File: src/rtl/brc_pkg.sv
// brc_pkg
//   Shared definitions for the branch resolution unit and its comparator.
//   Defines the RISC-V branch funct3 encodings, the two reserved
//   (illegal) funct3 codes, and small helpers that turn raw compare flags
//   into a branch decision.
package brc_pkg;

  typedef enum logic [2:0] {
    BR_BEQ  = 3'b000,
    BR_BNE  = 3'b001,
    BR_BLT  = 3'b100,
    BR_BGE  = 3'b101,
    BR_BLTU = 3'b110,
    BR_BGEU = 3'b111
  } branch_op_e;

  // funct3 values with no branch meaning in the base ISA
  localparam logic [2:0] BR_ILL0 = 3'b010;
  localparam logic [2:0] BR_ILL1 = 3'b011;

  function automatic logic is_illegal(input logic [2:0] funct3);
    return (funct3 == BR_ILL0) || (funct3 == BR_ILL1);
  endfunction

  // Illegal codes resolve as not-taken so the mispredict flag simply
  // mirrors the prediction for them.
  function automatic logic resolve_taken(input logic [2:0] funct3,
                                         input logic       less,
                                         input logic       equal);
    logic taken;
    taken = 1'b0;
    case (funct3)
      BR_BEQ:           taken = equal;
      BR_BNE:           taken = !equal;
      BR_BLT, BR_BLTU:  taken = less;
      BR_BGE, BR_BGEU:  taken = !less;
      default:          taken = 1'b0;
    endcase
    return taken;
  endfunction

endpackage

File: src/rtl/brc_cmp.sv
// brc_cmp
//   Combinational magnitude/equality compare of two WIDTH-bit operands,
//   signed or unsigned. Shared with the ALU set-less-than path.
// Ports:
//   a, b        operands
//   is_unsigned 1 = unsigned compare, 0 = signed compare
//   less        a < b under the selected interpretation
//   equal       a == b
module brc_cmp #(
  parameter int WIDTH = 32
) (
  input  logic [WIDTH-1:0] a,
  input  logic [WIDTH-1:0] b,
  input  logic             is_unsigned,
  output logic             less,
  output logic             equal
);

  logic [WIDTH:0] ext_a;
  logic [WIDTH:0] ext_b;
  logic [WIDTH:0] diff;

  // One extra bit makes the subtraction exact for both signed and
  // unsigned operands, so the top bit of the difference is the true sign
  // even at the extremes (min signed vs max signed, all ones unsigned).
  always_comb begin
    ext_a = {a[WIDTH-1] & ~is_unsigned, a};
    ext_b = {b[WIDTH-1] & ~is_unsigned, b};
    diff  = ext_a + ~ext_b + {{WIDTH{1'b0}}, 1'b1};
  end

  assign less = diff[WIDTH];
  // The exact difference can only be zero when the operands match, so this
  // is the same as a == b while reusing the subtractor.
  assign equal = (diff == '0);

endmodule

File: src/rtl/brc_resolve.sv
// brc_resolve
//   Two-stage pipelined branch resolver. Stage 1 captures the operands,
//   funct3, prediction and tag; stage 2 captures the compare result, the
//   resolved direction and the mispredict flag. Valid/ready on both sides,
//   no skid buffer, so o_ready is combinational from i_ready.
// Ports:
//   i_clk, i_rst       clock and synchronous active-high reset
//   i_flush            drop everything in flight (and any input this cycle)
//   i_valid/o_ready    upstream handshake
//   i_rs1_data/i_rs2_data/i_funct3/i_pred_taken/i_tag  request payload
//   o_valid/i_ready    downstream handshake
//   o_taken/o_mispredict/o_illegal/o_less/o_equal/o_tag  result payload
// WIDTH must be at least 2.
module brc_resolve
  import brc_pkg::*;
#(
  parameter int WIDTH = 32,
  parameter int TAG_W = 5
) (
  input  logic             i_clk,
  input  logic             i_rst,
  input  logic             i_flush,
  input  logic             i_valid,
  output logic             o_ready,
  input  logic [WIDTH-1:0] i_rs1_data,
  input  logic [WIDTH-1:0] i_rs2_data,
  input  logic [2:0]       i_funct3,
  input  logic             i_pred_taken,
  input  logic [TAG_W-1:0] i_tag,
  output logic             o_valid,
  input  logic             i_ready,
  output logic             o_taken,
  output logic             o_mispredict,
  output logic             o_illegal,
  output logic             o_less,
  output logic             o_equal,
  output logic [TAG_W-1:0] o_tag
);

  logic             s1_valid;
  logic [WIDTH-1:0] s1_a;
  logic [WIDTH-1:0] s1_b;
  logic [2:0]       s1_funct3;
  logic             s1_pred;
  logic [TAG_W-1:0] s1_tag;

  logic             s2_valid;
  logic             s2_taken;
  logic             s2_mispredict;
  logic             s2_illegal;
  logic             s2_less;
  logic             s2_equal;
  logic [TAG_W-1:0] s2_tag;

  logic             s2_load;
  logic             cmp_less;
  logic             cmp_equal;
  logic             s1_taken;
  logic             s1_illegal;

  // Stage 2 takes the stage 1 entry whenever it is empty or being drained;
  // stage 1 can take a new request whenever it is empty or moving on.
  assign s2_load = s1_valid && (!s2_valid || i_ready);
  assign o_ready = !s1_valid || s2_load;

  // funct3[1] separates the unsigned forms (BLTU/BGEU) from the signed ones
  brc_cmp #(.WIDTH(WIDTH)) u_cmp (
    .a           (s1_a),
    .b           (s1_b),
    .is_unsigned (s1_funct3[1]),
    .less        (cmp_less),
    .equal       (cmp_equal)
  );

  assign s1_taken   = resolve_taken(s1_funct3, cmp_less, cmp_equal);
  assign s1_illegal = is_illegal(s1_funct3);

  // Stage 1 occupancy; flush and reset win over any incoming request.
  always_ff @(posedge i_clk) begin
    if (i_rst || i_flush) begin
      s1_valid <= 1'b0;
    end else if (o_ready) begin
      s1_valid <= i_valid;
    end
  end

  // Stage 1 payload has no reset; it is only meaningful under s1_valid.
  always_ff @(posedge i_clk) begin
    if (i_valid && o_ready) begin
      s1_a      <= i_rs1_data;
      s1_b      <= i_rs2_data;
      s1_funct3 <= i_funct3;
      s1_pred   <= i_pred_taken;
      s1_tag    <= i_tag;
    end
  end

  // Stage 2 drives the outputs directly, so its payload is cleared on
  // reset and otherwise only changes on a load, which keeps it stable
  // while the consumer stalls.
  always_ff @(posedge i_clk) begin
    if (i_rst) begin
      s2_valid      <= 1'b0;
      s2_taken      <= 1'b0;
      s2_mispredict <= 1'b0;
      s2_illegal    <= 1'b0;
      s2_less       <= 1'b0;
      s2_equal      <= 1'b0;
      s2_tag        <= '0;
    end else if (i_flush) begin
      s2_valid <= 1'b0;
    end else if (s2_load) begin
      s2_valid      <= 1'b1;
      s2_taken      <= s1_taken;
      s2_mispredict <= s1_taken ^ s1_pred;
      s2_illegal    <= s1_illegal;
      s2_less       <= cmp_less;
      s2_equal      <= cmp_equal;
      s2_tag        <= s1_tag;
    end else if (i_ready) begin
      s2_valid <= 1'b0;
    end
  end

  assign o_valid      = s2_valid;
  assign o_taken      = s2_taken;
  assign o_mispredict = s2_mispredict;
  assign o_illegal    = s2_illegal;
  assign o_less       = s2_less;
  assign o_equal      = s2_equal;
  assign o_tag        = s2_tag;

endmodule

File: config.mk
export PLATFORM = sky130hd
export DESIGN_NAME = brc_resolve
export DESIGN_NICKNAME = d
export VERILOG_FILES = /design/src/rtl/brc_pkg.sv /design/src/rtl/brc_cmp.sv /design/src/rtl/brc_resolve.sv
export SDC_FILE = /design/constraint.sdc
export NUM_CORES = 1
export LEC_CHECK = 0
export ABC_CLOCK_PERIOD_IN_PS = 4050
export CORE_ASPECT_RATIO = 1.5
export CORE_MARGIN = 5
export CORE_UTILIZATION = 30
export DETAILED_ROUTE_END_ITERATION = 16
export SLEW_MARGIN = 20
export SYNTH_ARGS = -nofsm -noshare
export SYNTH_HDL_FRONTEND = slang
export SYNTH_SLANG_ARGS = --single-unit
File: constraint.sdc
create_clock -name i_clk -period 4.05 [get_ports i_clk]
set_input_delay 1.0125 -clock i_clk [delete_from_list [all_inputs] [get_ports i_clk]]
set_output_delay 1.0125 -clock i_clk [all_outputs]
set_load 0.02 [all_outputs]
# [Word-level counts from Yosys, hierarchy flattened]
# Cells that the tools add are included.
[word_totals] ff_bits=85 inputBits=78 word_cells=48
[op_classes] n_addsub=2 eq_ne=7 n_mux=3 bitwise=6 n_reduce_logical=17
[ops] cell="$add A33 B1 Y33 const B" n=1
[ops] cell="$add A33 B33 Y33" n=1
[ops] cell="$logic_not A33 Y1" n=1
[ops] cell="$not A33 Y33" n=1
[ops] cell="$eq A3 B3 Y1 const B" n=4
[ops] cell="$eq A3 B2 Y1 const B" n=2
[ops] cell="$reduce_or A2 Y1" n=3
[ops] cell="$logic_not A1 Y1" n=4
[ops] cell="$logic_or A1 B1 Y1" n=4
[ops] cell="$pmux W1 S4" n=1
[ops] cell="$eq A3 B1 Y1 const B" n=1
[ops] cell="$logic_not A3 Y1" n=1
[ops] cell="$and A1 B1 Y1" n=2
[ops] cell="$logic_and A1 B1 Y1" n=2
[ops] cell="$mux W1" n=2
[ops] cell="$not A1 Y1" n=2
[ops] cell="$reduce_and A2 Y1" n=1
[ops] cell="$reduce_bool A2 Y1" n=1
[ops] cell="$xor A1 B1 Y1" n=1

# [Depth between registers and ports, before layout]
# Gate-level depths: netlist of the first run.
[logic_depth] ltp_word=9 depth_mapped=15 mapped_depth_nobuf=15

# [By module]
# Synthesis of the first run repeated with hierarchy kept, for this count alone.
[hier_totals] cells_unflattened=461 area_unflattened_um2=5001.0
[modules_own_cells] mod="brc_resolve" n_inst=1 cells_per_inst=123 area_per_inst_um2=2678.8 seq_area_each_um2=2432.3
[modules_own_cells] mod="brc_cmp" n_inst=1 cells_per_inst=338 area_per_inst_um2=2322.2 seq_area_each_um2=0.0

# [Least setup slack after synthesis of the first run]
# No wires, ideal clock.
[synth_timing] path_kind="register to register" start="register s1_b[0]" end="register s2_mispredict, in the netlist o_mispredict" setup_ns=0.122 arrival_time_ns=3.591 required_ns=3.928 setup_slack_ns=0.337 stages_incl_launch_ff=15 path_buffers=0 synth_period_minus_slack_ns=3.713 path_cell_list="edfxtp_1 ha_1 fa_1 nor2b_4 o31a_4 nor3_1 o21ai_1 mux2_4 or4_4 a2111oi_2 or4b_4 o21ai_1 and3_1 o21ai_0 nor3b_2"
[synth_via] elab_chain_len=7
[synth_rtl] item="start, declared" line="brc_resolve.sv:42" rtl="logic [WIDTH-1:0] s1_b;"
[synth_rtl] item="start signal, assigned" line="brc_resolve.sv:91" rtl="s1_b <= i_rs2_data;"
[synth_rtl] item="$not A33 Y33 *" line="brc_cmp.sv:29" rtl="diff = ext_a + ~ext_b + {{WIDTH{1'b0}}, 1'b1};"
[synth_rtl] item="$add A33 B33 Y33 *" line="brc_cmp.sv:29"
[synth_rtl] item="$add A33 B1 Y33 *" line="brc_cmp.sv:29"
[synth_rtl] item="$logic_not A33 Y1" line="brc_cmp.sv:35" rtl="assign equal = (diff == '0);"
[synth_rtl] item="$logic_not A1 Y1" line="brc_pkg.sv:34" rtl="BR_BNE: taken = !equal;"
[synth_rtl] item="$pmux W1 S4 *" line="brc_pkg.sv:32" rtl="case (funct3)"
[synth_rtl] item="$xor A1 B1 Y1 *" line="brc_resolve.sv:115" rtl="s2_mispredict <= s1_taken ^ s1_pred;"
[synth_rtl] item="end signal, assigned" line="brc_resolve.sv:115"
[synth_rtl] item="end, declared" line="brc_resolve.sv:49" rtl="logic s2_mispredict;"
# Mark *: on every way between the ends. The rest lies on a longest branch, timed or not.
# A chain may end at the register's enable or synchronous reset.

# [Final worst setup path of the first run]
# Ends and elaborated chain as after synthesis.

==> results of run 1 <==
[cell type report]
| cell class | instances | area [um^2] | share of cell area, % |
|---|---|---|---|
| inverter | 40 | 150 | 2.28 |
| timing repair buffer | 102 | 988 | 15.0 |
| clock inverter | 6 | 73.8 | 1.12 |
| sequential | 85 | 2430 | 37.0 |
| tap | 210 | 263 | 3.99 |
| multi-input combinational | 339 | 2420 | 36.8 |
| clock buffer | 10 | 250 | 3.80 |
[worst register-to-register path: cells and delay by family (launching register included)]
family | cells | cell delay [ps]
AO/OA/AOI/OAI | 5 | 880
adder cells (fa/ha/maj) | 2 | 600
flip-flops | 1 | 370
multiplexers | 1 | 310
AND/OR/NAND/NOR | 6 | 1630
[registers in the layout, indices dropped and copies added, names as in the netlist, 3 cells and up]
register   flops
s1_b          32
s1_tag         5
s1_funct3      3
o_tag          5
s1_a          32
[per-stage QoR]
step,setup slack [ps],instances
finish,140,792
CTS,65.1,792
global route,2.89,792
global placement,205,774
detailed placement,31.6,774
floorplan,337,479
[path summary, 6_finish.rpt]
| check | start | end | cells past startpoint |
|---|---|---|---|
| worst min register to register | o_illegal | o_illegal | 2 |
| worst max-delay path | s1_b[0] | o_mispredict | 14 |
| worst min-delay path | o_illegal | o_illegal | 2 |
| worst max register to register | s1_b[0] | o_mispredict | 14 |
[repair_timing]
item / 4_1_cts / 5_1_grt
buffers inserted: 2 / 0
hold buffers: 0 / 0
setup endpoints to repair: 1 / 2
gates resized for setup: 1 / 17
pin swaps: 1 / 0
[layout by cell type (no fill, tap or decap), types with 8 or more instances in the layout]
cell type        Yosys  final
a21o_1               9      9
a21oi_1             44     42
buf_4                0     13
clkbuf_16            0     10
clkdlybuf4s50_1      0     89
dfxtp_1             12     12
edfxtp_1            73     73
ha_1                32     27
inv_1               40     40
nand2_1             48     48
nand3_1              8      8
nor2_1              22     22
nor3_1              13     12
o21a_1               9      9
o21ai_0             19     19
xnor2_1              9      9
xor2_1              10     10
[layer usage]
layer	vias to the layer above	wire length (um)	track usage (%)
li1	1983	-	-
met1	1867	5070	14.5
met2	96	7230	25.3
met3	8	483	2.16
met4	0	155	4.70
met5	-	0	0
[cells by family after synthesis]
kind of cell | share of synthesized area, %
AO/OA/AOI/OAI | 19.4
AND/OR/NAND/NOR | 14.9
flip-flops | 48.6
buffers and inverters | 4.55
adder cells (fa/ha/maj) | 8.40
XOR/XNOR | 3.32
multiplexers | 0.900
[power by group through the flow]
stage | Sequential, mW | Combinational [mW] | Clock (mW)
final | 1.02 | 0.533 | 0.890
after global routing | 1.02 | 0.581 | 0.957
after CTS | 1.02 | 0.519 | 0.918
after detailed placement | 1.03 | 0.512 | 0
after global placement | 1.03 | 0.509 | 0
after floorplan | 1.03 | 0.322 | 0
==> flow_metrics.tcl, run 1 <==
set metrics [dict create \
    status "completed" \
    synth_edf_count 73 \
    diodes 0 \
    max_stage_delay_ps 540 \
    relSlewSlack_pct 60.3 \
    firstDrtPassIters 4 \
    p_int_mw 1.77 \
    worst_hold_path_type "flop to flop" \
    synth_seq_cells 85 \
    place.port_buffers 89 \
    critPathKind "flop to flop" \
    fillCellCount 1626 \
    final.setup.tns_ps 0 \
    yosysTopAreaCell "edfxtp_1" \
    period_share_pct 96.5 \
    dpl_cell_area_um2 6170 \
    synth.area.top_cells "edfxtp_1 44%, ha_1 8.0%, dfxtp_1 4.8%" \
    ir_drop_uv 174 \
    clk_latency_ps 340 \
    worstMarginPinSlew_ps 595 \
    async_reset_ff_share_pct 0 \
    grt_pass1_vias 4185 \
    start_util_pct 30.1 \
    cts_tree "built" \
    clock_sinks 85 \
    clk_path_buf_depth 2 \
    final_util_pct 39.6 \
    setup_viol 0 \
    drive_above_1_share_pct 11.3 \
    yosysUniqueCellTypes 68 \
    p_leak_nw 2.48 \
    drt_iter0_markers 217 \
    io_pins 90 \
    hpwl_um 10200 \
    num_vias 3954 \
    critPathTopFamily "simple AND/OR/NAND/NOR gates" \
    fmax_mhz 256 \
    synth_most_common_cell "edfxtp_1" \
    wire_per_inst_um 16.3 \
    clkPwrFrac_pct 36.5 \
    worstSetupStartpointType "flop" \
    comb_power_share_pct 21.8 \
    yosysTopAreaCellShare_pct 43.8 \
    die_area_um2 19400 \
    antenna_found_initial 0 \
    place_congestion 0.865 \
    die_h_um 168 \
    nets 688 \
    cp_max_fo 5 \
    rrSetupSlack_ps 140 \
    die_width_um 115 \
    min_period_ps 3910 \
    stdcell_area_um2 6580 \
    cts_buffers 9 \
    h-tree-depth 3 \
    routed_wl_um 12900 \
    synth_commonest_cells "73 x edfxtp_1, 48 x nand2_1, 44 x a21oi_1" \
    core_area_um2 16600 \
    synth_area_per_cell_um2 10.5 \
    syn_area_um2 5010 \
    fin_skew_ps 8.54 \
    grt_usage_pct 13.3 \
    rows 58 \
    seqPwrFrac_pct 41.6 \
    swShare_pct 27.5 \
    netlist_instances 479 \
    cellPowerDensity_nw_per_um2 370 \
    routed_via_density 4.99 \
    hold_viol 0 \
    seq_area_frac_synth_pct 48.6 \
    yosys_most_used_dff "edfxtp_1" \
    drv_cap 0 \
    worst_path_max_delay_cell "or4_4" \
    critPathBufInv 0 \
    rsz0062_at_grt "false" \
    grt_pass1_wl_um 20600 \
    crit_chain "ha_1 > fa_2 > nor2b_4 > o31a_4 > nor3_4 > o21ai_2 > mux2_4 > or4_4 > a2111oi_4 > or4b_4 > o21ai_1 > and3_1 > o21ai_0 > nor3b_2" \
    area_delta_synth_final_pct 31.5 \
    slew_viol_final 0 \
    endpoint_kind "flop" \
    power_switching_mw 0.672 \
    drc 0 \
    synth_fp_nets 590 \
    ys_warn_count 0 \
    clockRootBuffer "clkbuf_16" \
    clk_pin_slew_ps 70 \
    antenna_left 0 \
    grt_max_degree 30 \
    required_ps 4280 \
    power_mw 2.44 \
    grt-ovfl-total 0 \
    cp.arrival_ps 4140 \
    holdWs_ps 456 \
]
Note: power is estimated with default switching activity, not from simulation.
==> run 2: changes to the inputs <==
--- a/config.mk
+++ b/config.mk
@@ -10,6 +10,7 @@
 export CORE_MARGIN = 5
 export CORE_UTILIZATION = 30
 export DETAILED_ROUTE_END_ITERATION = 16
+export SKIP_CTS_REPAIR_TIMING = 1
 export SLEW_MARGIN = 20
 export SYNTH_ARGS = -nofsm -noshare
 export SYNTH_HDL_FRONTEND = slang
==> run 2 against run 1 <==
Clock skew is 1.3 ps higher. Clock-buffer cell count stayed put. Cell area shrank 0.23%. Sequential cell count did not move. Register-to-register slack about the same. Highest routed layer unchanged.
==> flow_metrics.tcl, run 2 (same netlist as run 1, synthesis figures left out) <==
set metrics [dict create \
    status "completed" \
    fillCellCount 1626 \
    dp_cells 774 \
    cp_max_fo 3 \
    power_switching_mw 0.671 \
    hpwl_um 10200 \
    clk_pin_slew_ps 70 \
    routed_via_density 5.01 \
    endpoint_kind "flop" \
    routed_wl_um 12900 \
    rsz0062_at_grt "false" \
    ir_drop_uv 174 \
    clk_latency_ps 340 \
    setup_viol 0 \
    p_int_mw 1.76 \
    place.port_buffers 89 \
    hold_viol 0 \
    die_width_um 115 \
    drc 0 \
    min_period_ps 3900 \
    seqPwrFrac_pct 41.7 \
    grt-ovfl-total 0 \
    worstMarginPinSlew_ps 595 \
    firstDrtPassIters 4 \
    diodes 0 \
    cts_buffers 9 \
    wire_per_inst_um 16.3 \
    cellPowerDensity_nw_per_um2 371 \
    worstSetupStartpointType "flop" \
    hold_start "o_illegal" \
    nets 686 \
    cts_tree "built" \
    rows 58 \
    clockRootBuffer "clkbuf_16" \
    stdcell_count 790 \
    start_util_pct 30.1 \
    worst_path_max_delay_cell "or4_1" \
    fin_skew_ps 9.84 \
    critPathBufInv 0 \
    period_share_pct 96.2 \
    io_pins 90 \
    max_stage_delay_ps 520 \
    comb_power_share_pct 21.7 \
    grt_max_degree 30 \
    mostFrequentLayoutCell "clkdlybuf4s50_1" \
    core_area_um2 16600 \
    worst_hold_path_type "flop to flop" \
    critPathKind "flop to flop" \
    place_congestion 0.865 \
    die_area_um2 19400 \
    h-tree-depth 3 \
    num_vias 3955 \
    antenna_left 0 \
    fmax_mhz 257 \
    required_ps 4280 \
    slew_viol_final 0 \
    final_cell_mix "89 x clkdlybuf4s50_1, 73 x edfxtp_1, 48 x nand2_1, 42 x a21oi_1, 40 x inv_1" \
    area_delta_synth_final_pct 31.2 \
    startpoint "s1_b[0]" \
    reg_top3 "s1_a x32, s1_b x32" \
    drv_cap 0 \
    clk_path_buf_depth 2 \
    drive_above_1_share_pct 11.0 \
    clock_sinks 85 \
    final_util_pct 39.5 \
    cp.arrival_ps 4120 \
    grt_usage_pct 13.3 \
    clkPwrFrac_pct 36.6 \
    reg2reg_from "s1_b[0]" \
    grt_pass1_wl_um 20500 \
    swShare_pct 27.6 \
    drt_iter0_markers 243 \
    stdcell_area_um2 6570 \
    antenna_found_initial 0 \
    relSlewSlack_pct 60.3 \
    critPathTopFamily "simple AND/OR/NAND/NOR gates" \
    die_h_um 168 \
    grt_pass1_vias 4179 \
    p_leak_nw 2.47 \
    dpl_cell_area_um2 6170 \
    crit_chain "ha_1 > fa_2 > nor2b_4 > nor3_1 > xor2_1 > a31oi_1 > or4_4 > or4_1 > a2111oi_4 > or4b_4 > o21ai_1 > and3_1 > o21ai_0 > nor3b_2" \
]
==> run 2: cell count changes in the layout (fill, tap and decap cells not counted) <==
cell | before | now
buf_4 | 13 | 11
==> run 2: cell type report <==
cell class	instances	area, um^2	area share, %
inverters	40	150	2.29
multi-input cells	339	2420	36.9
flip-flops and latches	85	2430	37.0
clock buffers	10	250	3.81
repair buffers	100	973	14.8
well taps	210	263	4.00
clock inverters	6	73.8	1.12
==> run 2: path summary, 6_finish.rpt <==
kind	slack [ps]	end	depth (start not counted)
hold reg to reg	460	o_illegal	2
hold / removal	460	o_illegal	2
setup reg to reg	150	o_mispredict	14
setup / recovery	150	o_mispredict	14
==> run 2: metrics by stage <==
stage	total power, mW	hold WS, ps	setup TNS, ps	setup slack, ps
2_1_floorplan	1.36	471	0	337
3_3_place_gp	1.54	446	0	205
3_5_place_dp	1.55	450	0	31.6
4_1_cts	2.45	460	-1.61	-1.61
5_1_grt	2.55	468	0	2.89
6_report	2.44	456	0	155
==> run 2: per-layer routing <==
metal  vias up  routed length (um)  GRT usage [%]
li1       1979                   -              -
met1      1856                4990           14.5
met2       108                7150           25.3
met4         0                 179           4.70
met5         -                   0              0
met3        12                 557           2.16
==> run 2: power by group through the flow <==
stage	combinational [mW]	sequential, mW	clock [mW]
floorplan	0.322	1.03	0
global placement	0.509	1.03	0
finish	0.528	1.01	0.892
global route	0.577	1.02	0.957
CTS	0.516	1.02	0.918
detailed placement	0.512	1.03	0
==> run 2: tightest hold or removal path, cell delays in order, from the launching register on <==
cell and delay (ps):
dfxtp_1 310, nand2_1 50, a21oi_1 50
